===== src/rtl/run_detector_param.sv =====
// Detects a run of LEN identical bits on a valid-qualified serial input, with
// fill gating, overlap control, per-polarity enables and a saturating match counter.
module run_detector_param #(
  parameter int LEN   = 4,
  parameter int CNT_W = 8
) (
  input  logic             clk,
  input  logic             reset,
  input  logic             in_valid,
  input  logic             w,
  input  logic             clear,
  input  logic             overlap,
  input  logic             en_ones,
  input  logic             en_zeros,
  output logic             z,
  output logic             z_ones,
  output logic             z_zeros,
  output logic [CNT_W-1:0] match_count,
  output logic             fill_done
);

  localparam int                FILL_W   = $clog2(LEN + 1);
  localparam logic [FILL_W-1:0] FILL_MAX = FILL_W'(LEN);
  localparam logic [CNT_W-1:0]  CNT_MAX  = {CNT_W{1'b1}};

  logic [LEN-1:0]    history_r;
  logic [FILL_W-1:0] fill_r;
  logic              z_r;
  logic              z_ones_r;
  logic              z_zeros_r;
  logic              fill_done_r;
  logic [CNT_W-1:0]  match_count_r;

  logic [LEN-1:0]    hist_shift_s;
  logic [FILL_W-1:0] fill_inc_s;
  logic              ones_hit_s;
  logic              zeros_hit_s;
  logic              match_s;
  logic [LEN-1:0]    history_nxt_s;
  logic [FILL_W-1:0] fill_nxt_s;
  logic [CNT_W-1:0]  count_nxt_s;

  // Candidate history/fill for a valid sample and the resulting match decision
  always_comb begin
    hist_shift_s = {history_r[LEN-2:0], w};
    fill_inc_s   = fill_r;
    if (fill_r != FILL_MAX) begin
      fill_inc_s = fill_r + FILL_W'(1);
    end else begin
      fill_inc_s = fill_r;
    end
    // in_valid gating keeps an unknown w on idle cycles away from the hit terms
    ones_hit_s  = in_valid & ~clear & en_ones  & (fill_inc_s == FILL_MAX) & (&hist_shift_s);
    zeros_hit_s = in_valid & ~clear & en_zeros & (fill_inc_s == FILL_MAX) & ~(|hist_shift_s);
    match_s     = ones_hit_s | zeros_hit_s;
  end

  // Next-state selection for history, fill and the saturating counter
  always_comb begin
    history_nxt_s = history_r;
    fill_nxt_s    = fill_r;
    count_nxt_s   = match_count_r;
    if (clear) begin
      history_nxt_s = {LEN{1'b0}};
      fill_nxt_s    = {FILL_W{1'b0}};
      count_nxt_s   = {CNT_W{1'b0}};
    end else if (in_valid) begin
      history_nxt_s = hist_shift_s;
      if (match_s && !overlap) begin
        fill_nxt_s = {FILL_W{1'b0}};
      end else begin
        fill_nxt_s = fill_inc_s;
      end
      if (match_s && (match_count_r != CNT_MAX)) begin
        count_nxt_s = match_count_r + CNT_W'(1);
      end else begin
        count_nxt_s = match_count_r;
      end
    end else begin
      history_nxt_s = history_r;
      fill_nxt_s    = fill_r;
      count_nxt_s   = match_count_r;
    end
  end

  // State and registered outputs
  always_ff @(posedge clk or negedge reset) begin
    if (!reset) begin
      history_r     <= {LEN{1'b0}};
      fill_r        <= {FILL_W{1'b0}};
      z_r           <= 1'b0;
      z_ones_r      <= 1'b0;
      z_zeros_r     <= 1'b0;
      fill_done_r   <= 1'b0;
      match_count_r <= {CNT_W{1'b0}};
    end else begin
      history_r     <= history_nxt_s;
      fill_r        <= fill_nxt_s;
      z_r           <= match_s;
      z_ones_r      <= ones_hit_s;
      z_zeros_r     <= zeros_hit_s;
      fill_done_r   <= (fill_nxt_s == FILL_MAX);
      match_count_r <= count_nxt_s;
    end
  end

  assign z           = z_r;
  assign z_ones      = z_ones_r;
  assign z_zeros     = z_zeros_r;
  assign fill_done   = fill_done_r;
  assign match_count = match_count_r;

endmodule


===== config.mk =====
export PLATFORM = sky130hd
export DESIGN_NAME = run_detector_param
export DESIGN_NICKNAME = d
export VERILOG_FILES = /design/src/rtl/run_detector_param.sv
export SDC_FILE = /design/constraint.sdc
export NUM_CORES = 1
export LEC_CHECK = 0
export CAP_MARGIN = 20
export CORE_ASPECT_RATIO = 0.7
export CORE_MARGIN = 8
export CORE_UTILIZATION = 38
export CTS_CLUSTER_DIAMETER = 60
export DETAILED_ROUTE_END_ITERATION = 10
export GPL_ROUTABILITY_DRIVEN = 0
export SETUP_SLACK_MARGIN = 0.4
export SLEW_MARGIN = 5
export SYNTH_ARGS = -nofsm -noshare
export SYNTH_HDL_FRONTEND = slang
export SYNTH_SLANG_ARGS = --single-unit

===== constraint.sdc =====
create_clock -name clk -period 4.25 [get_ports clk]
set_input_delay 0.85 -clock clk [delete_from_list [all_inputs] [get_ports clk]]
set_output_delay 0.85 -clock clk [all_outputs]
set_load 0.01 [all_outputs]

==> results of run 1 <==
through the flow:
stage                     cell area (sq um)  setup WS, ps  hold WS [ps]  cells
final                                  1180          1460           566    148
after global routing                   1180          1300           590    148
after CTS                              1180          1500           570    148
after detailed placement               1150          1210           552    145
after global placement                 1150          1290           547    145
after floorplan                         935          1960           510     96
cell usage in the layout (no fill, tap or decap), types with 3 or more instances in the layout:
| cell | n |
|---|---|
| nand2_1 | 6 |
| inv_1 | 6 |
| dfrtp_1 | 18 |
| ha_1 | 3 |
| nand3_1 | 4 |
| nor2_1 | 7 |
| or4_1 | 5 |
| nor4_1 | 3 |
| o31ai_1 | 5 |
| clkbuf_4 | 3 |
| mux2i_1 | 3 |
| a21oi_1 | 8 |
| clkdlybuf4s50_1 | 19 |
cell type report:
class                      instances  area, sq um  area share
sequential                        18          450       0.383
timing repair buffer              20          198       0.168
multi-input combinational         67          442       0.375
inverter                           6         22.5      0.0191
clock buffer                       3         22.5      0.0191
tap                               34         42.5      0.0361
where the power goes:
part,internal [mW],switching [mW],total (mW)
sequential,0.174,0.00301,0.177
combinational,0.0141,0.0193,0.0335
clock,0.0330,0.0507,0.0837
how the worst max path moves through the flow:
stage / to / start / slack (ps)
2_1_floorplan: match_count[7] / w / 1960
3_3_place_gp: match_count[6] / w / 1290
3_5_place_dp: match_count[7] / w / 1210
4_1_cts: match_count[7] / w / 1500
5_1_grt: match_count[7] / w / 1300
6_report: match_count[7] / w / 1460
metal layers:
metal | share of wire | up-vias | wire [um] | GRT usage
met5 | 0 | - | 0 | 0
met4 | 0.0062 | 0 | 13 | 0.0218
met3 | 0.069 | 2 | 145 | 0.0455
met2 | 0.42 | 18 | 870 | 0.140
met1 | 0.51 | 370 | 1060 | 0.136
li1 | - | 393 | - | -
worst max-delay path, cell delays in order:
cell	delay (ps)
clkdlybuf4s50_1	450
nor4_1	250
and2_1	200
o221ai_1	460
nor4_1	390
mux2_2	370
kinds of logic after synthesis:
group	Yosys count	synth area share
AOI/OAI and AO/OA	21	0.155
xor gates and xnor gates	1	0.00937
adders and majority gates	3	0.0402
buffers and inverters	11	0.0455
DFF	18	0.482
muxes	4	0.0442
and+or+nand+nor	38	0.224
sequential cells by signal (all words and copies together) (netlist names):
name and count:
fill_r 3, z_zeros 1, z_ones 1, history_r 3, z 1, match_count 8, fill_done 1
==> impl_metrics.json, run 1 <==
{
  "status": "finished clean",
  "cp.arrival_ps": 2980,
  "maxCapViolCount": 0,
  "worst_slew_pin_slew_ps": 1080,
  "grt_usage": 0.100,
  "rr_startpoint": "fill_r[0]",
  "io-pin-count": 20,
  "rows": 15,
  "cp-end-kind": "flip-flop",
  "rsz0062_at_grt": "no",
  "hold_start": "history_r[2]",
  "die_y_um": 57.5,
  "syn_area_sq_um": 935,
  "cts_sinks": 18,
  "maxSlewViolCount": 0,
  "hp-class": "flip-flop to flip-flop",
  "drive_gt1_frac": 0.0614,
  "finalHoldViolations": 0,
  "routed_wl_um": 2090,
  "ys.flop_type": "dfrtp_1",
  "synth_common_cells": "dfrtp_1 (18), a21oi_1 (8), nor2_1 (7)",
  "cp_max_fo": 15,
  "cts.path.max_buffers": 2,
  "start_util": 0.389,
  "antenna_found_initial": 0,
  "hold_end": "history_r[2]",
  "synth-seq-cells": 18,
  "syn_area_per_cell_sq_um": 9.74,
  "setup_violations": 0,
  "yosysTopAreaCellShare": 0.482,
  "ir_drop_mv": 0.149,
  "ys_types": 31,
  "drtIter0Drc": 53,
  "yosysMostFrequentCell": "dfrtp_1",
  "htreeDepth": 1,
  "finalPower_mw": 0.294,
  "worstSetupPathType": "primary input to flip-flop",
  "p_leak_nw": 0.469,
  "synthTopCellsByArea": "dfrtp_1 (48%), a21oi_1 (4.3%), ha_1 (4.0%)",
  "syn_to_final_growth_pct": 26.0,
  "ctsResizeCount": 0,
  "r2r_cells": 7,
  "r2r_end": "match_count[7]",
  "async_flop_share": 1.00,
  "grt_max_degree": 20,
  "cts_root_buf": "clkbuf_4",
  "vias_per_cell": 5.29,
  "cts_tree": "yes",
  "yosysWarnings": 0,
  "fin_crit_sh": 0.658,
  "core-area_sq_um": 2400,
  "grt_first_pass_wirelength_um": 3380,
  "grt_pass1_vias": 721,
  "yosysSeqAreaShare": 0.482,
  "max_freq_ghz": 0.358,
  "dieArea_sq_um": 4330,
  "drt.antenna.violating_nets": 0,
  "drc": 0,
  "clock_latency_ps": 290,
  "r2r_slack_ps": 1800,
  "cts.clk_slew.worst_paths_ps": 90,
  "p_per_area_nw_per_um2": 250,
  "synth_top_cell_by_area": "dfrtp_1",
  "cts_buffers": 3,
  "post_cts_buffers": 0,
  "drt_pass1_iterations": 4,
  "skew_ps": 4.16,
  "critPathRequiredTime_ps": 4430,
  "syn-num-nets": 107,
  "finalNetCount": 127,
  "avgRoutedWirePerCell_um": 14.1,
  "cts_hold_buffers": 0,
  "antenna_cells": 0,
  "synthCells": 96,
  "synth-edff-count": 0,
  "fin_setup_tns_ps": 0,
  "whs_path_depth": 2,
  "final_util": 0.490,
  "fillers": 253,
  "cp-start-kind": "primary input",
  "grt.overflow.total": 0,
  "die_x_um": 75.3,
  "routed-via-count": 783,
  "min_period_ps": 2790,
  "port_buffers": 19,
  "hpwlAfterDp_um": 1460,
  "relSlewSlack": 0.283
}
No activity file was read; power rests on OpenSTA's default activity.
==> run 2: changes to the inputs <==
==> constraint.sdc (replaced) <==
create_clock -name clk -period 2.6 [get_ports clk]
set_input_delay 0.52 -clock clk [delete_from_list [all_inputs] [get_ports clk]]
set_output_delay 0.52 -clock clk [all_outputs]
set_load 0.01 [all_outputs]
==> run 2 against run 1 <==
First-iteration DRC count down 7.5%. Clock-buffer cell count up 1. Critical path depth unchanged. Cell count up 8.1%. Combinational power up 130%. Critical path type is now flip-flop to flip-flop. Highest routed layer unchanged.
==> impl_metrics.json, run 2 (synthesis gave the netlist of run 1 again) <==
{
  "status": "finished clean",
  "routed_wl_um": 2490,
  "fin_ws_ps": 347,
  "rr_startpoint": "fill_r[0]",
  "setup_violations": 0,
  "fin_setup_tns_ps": 0,
  "antenna_found_initial": 0,
  "cts.clk_slew.worst_paths_ps": 110,
  "cp_max_fo": 8,
  "relSlewSlack": 0.450,
  "die_x_um": 75.3,
  "drt.antenna.violating_nets": 0,
  "hp-class": "flip-flop to flip-flop",
  "drt_pass1_iterations": 4,
  "path_cells": "ha_2 -> or3b_4 -> a211oi_4 -> o21ai_4 -> or4_1 -> a21oi_1",
  "cts_hold_buffers": 0,
  "start_util": 0.389,
  "cp-end-kind": "flip-flop",
  "io-pin-count": 20,
  "r2r_slack_ps": 350,
  "fin_crit_sh": 0.867,
  "min_period_ps": 2250,
  "pre_cts_slack_ps": 157,
  "finalHoldViolations": 0,
  "drc": 0,
  "grt_first_pass_wirelength_um": 4150,
  "slowest_delay_ps": 520,
  "final_common_cell": "clkdlybuf4s50_1",
  "maxCapViolCount": 0,
  "dieArea_sq_um": 4330,
  "htreeDepth": 1,
  "drtIter0Drc": 49,
  "critPathSlowestCell": "or4_1",
  "cts_tree": "yes",
  "maxSlewViolCount": 0,
  "rsz0062_at_grt": "yes",
  "critPathRequiredTime_ps": 2830,
  "cp-start-kind": "flip-flop",
  "rows": 15,
  "die_y_um": 57.5,
  "fillers": 216,
  "finalNetCount": 138,
  "hold_start": "history_r[2]",
  "grt.overflow.total": 0,
  "grt_usage": 0.126,
  "ir_drop_mv": 0.263,
  "cp.arrival_ps": 2490,
  "max_freq_ghz": 0.444,
  "core-area_sq_um": 2400,
  "path_buf_inv": 0,
  "clock_latency_ps": 300,
  "p_leak_nw": 0.536,
  "drive_gt1_frac": 0.262,
  "worstSetupPathType": "flip-flop to flip-flop",
  "final_cell_mix": "clkdlybuf4s50_1 (19), dfrtp_1 (18), buf_4 (9), nor2_1 (7), nand2_1 (6)",
  "hpwlAfterDp_um": 1540,
  "avgRoutedWirePerCell_um": 15.5,
  "syn_to_final_growth_pct": 45.1,
  "cp_top_family": "simple AND/OR/NAND/NOR gates",
  "cts.path.max_buffers": 2,
  "routed-via-count": 850,
  "cts_sinks": 18,
  "cts_buffers": 3,
  "antenna_cells": 0,
  "skew_ps": 1.18,
  "largest_reg_flops": 8,
  "crit_start": "fill_r[0]",
  "port_buffers": 19,
  "cts_root_buf": "clkbuf_4",
  "grt_max_degree": 19,
  "p_per_area_nw_per_um2": 403,
  "vias_per_cell": 5.31,
  "worst_slew_pin_slew_ps": 823,
  "grt_pass1_vias": 846
}
## run 2: changes by cell type in the layout (fill, tap and decap cells not counted), sizes merged
| cell | delta |
|---|---|
| o21ai | +1 |
| clkbuf | +1 |
| buf | +10 |
## run 2: worst paths after layout
kind	cells past startpoint	endpoint
max	6	match_count[3]
min	2	z_ones
max reg2reg	6	match_count[3]
min reg2reg	2	z_ones
max in group asynchronous	1	match_count[0]
min in group asynchronous	1	fill_r[1]
## run 2: worst reg2reg max path, delay by kind of cell (launching register included)
| family | cells | cell delay [ps] |
|---|---|---|
| compound gates | 3 | 610 |
| fa+ha+maj | 1 | 210 |
| flops | 1 | 430 |
| simple gates | 2 | 930 |
## run 2: metrics by stage
step           hold WS, ps  cells  instance area [sq um]  power [mW]   util
2_1_floorplan          224     96                    935       0.325      -
3_3_place_gp           545    148                   1180       0.352  0.490
3_5_place_dp           559    148                   1180       0.353  0.490
4_1_cts                579    158                   1310       0.543  0.545
5_1_grt                630    160                   1360       0.569  0.565
6_report               589    160                   1360       0.547  0.565
## run 2: cell type report
class / count / area [sq um] / area share
Tap cell: 34 / 42.5 / 0.0314
Sequential cell: 18 / 450 / 0.332
Inverter: 6 / 22.5 / 0.0166
Clock buffer: 4 / 36.3 / 0.0268
Multi-Input combinational cell: 68 / 524 / 0.387
Timing Repair Buffer: 30 / 280 / 0.207
## run 2: power breakdown
group / leakage [nW] / switching, mW / internal [mW] / total, mW
Combinational: 0.266 / 0.0414 / 0.0369 / 0.0784
Clock: 0.0210 / 0.0928 / 0.0854 / 0.178
Sequential: 0.249 / 0.00518 / 0.285 / 0.290
Total: 0.536 / 0.139 / 0.407 / 0.547
## run 2: what timing repair did
item | 4_1_cts | 5_1_grt
gates resized for setup | 11 | 8
setup endpoints to repair | 8 | 10
pin swaps | 9 | 10
gates cloned | 1 | 0
buffers inserted | 5 | 2
## run 2: metal layers
layer | GRT usage | wire length (um) | vias to the layer above
met4 | 0.0409 | 30 | 0
met5 | 0 | 0 | -
met3 | 0.0507 | 166 | 6
met2 | 0.188 | 1120 | 25
li1 | - | - | 414
met1 | 0.160 | 1170 | 405
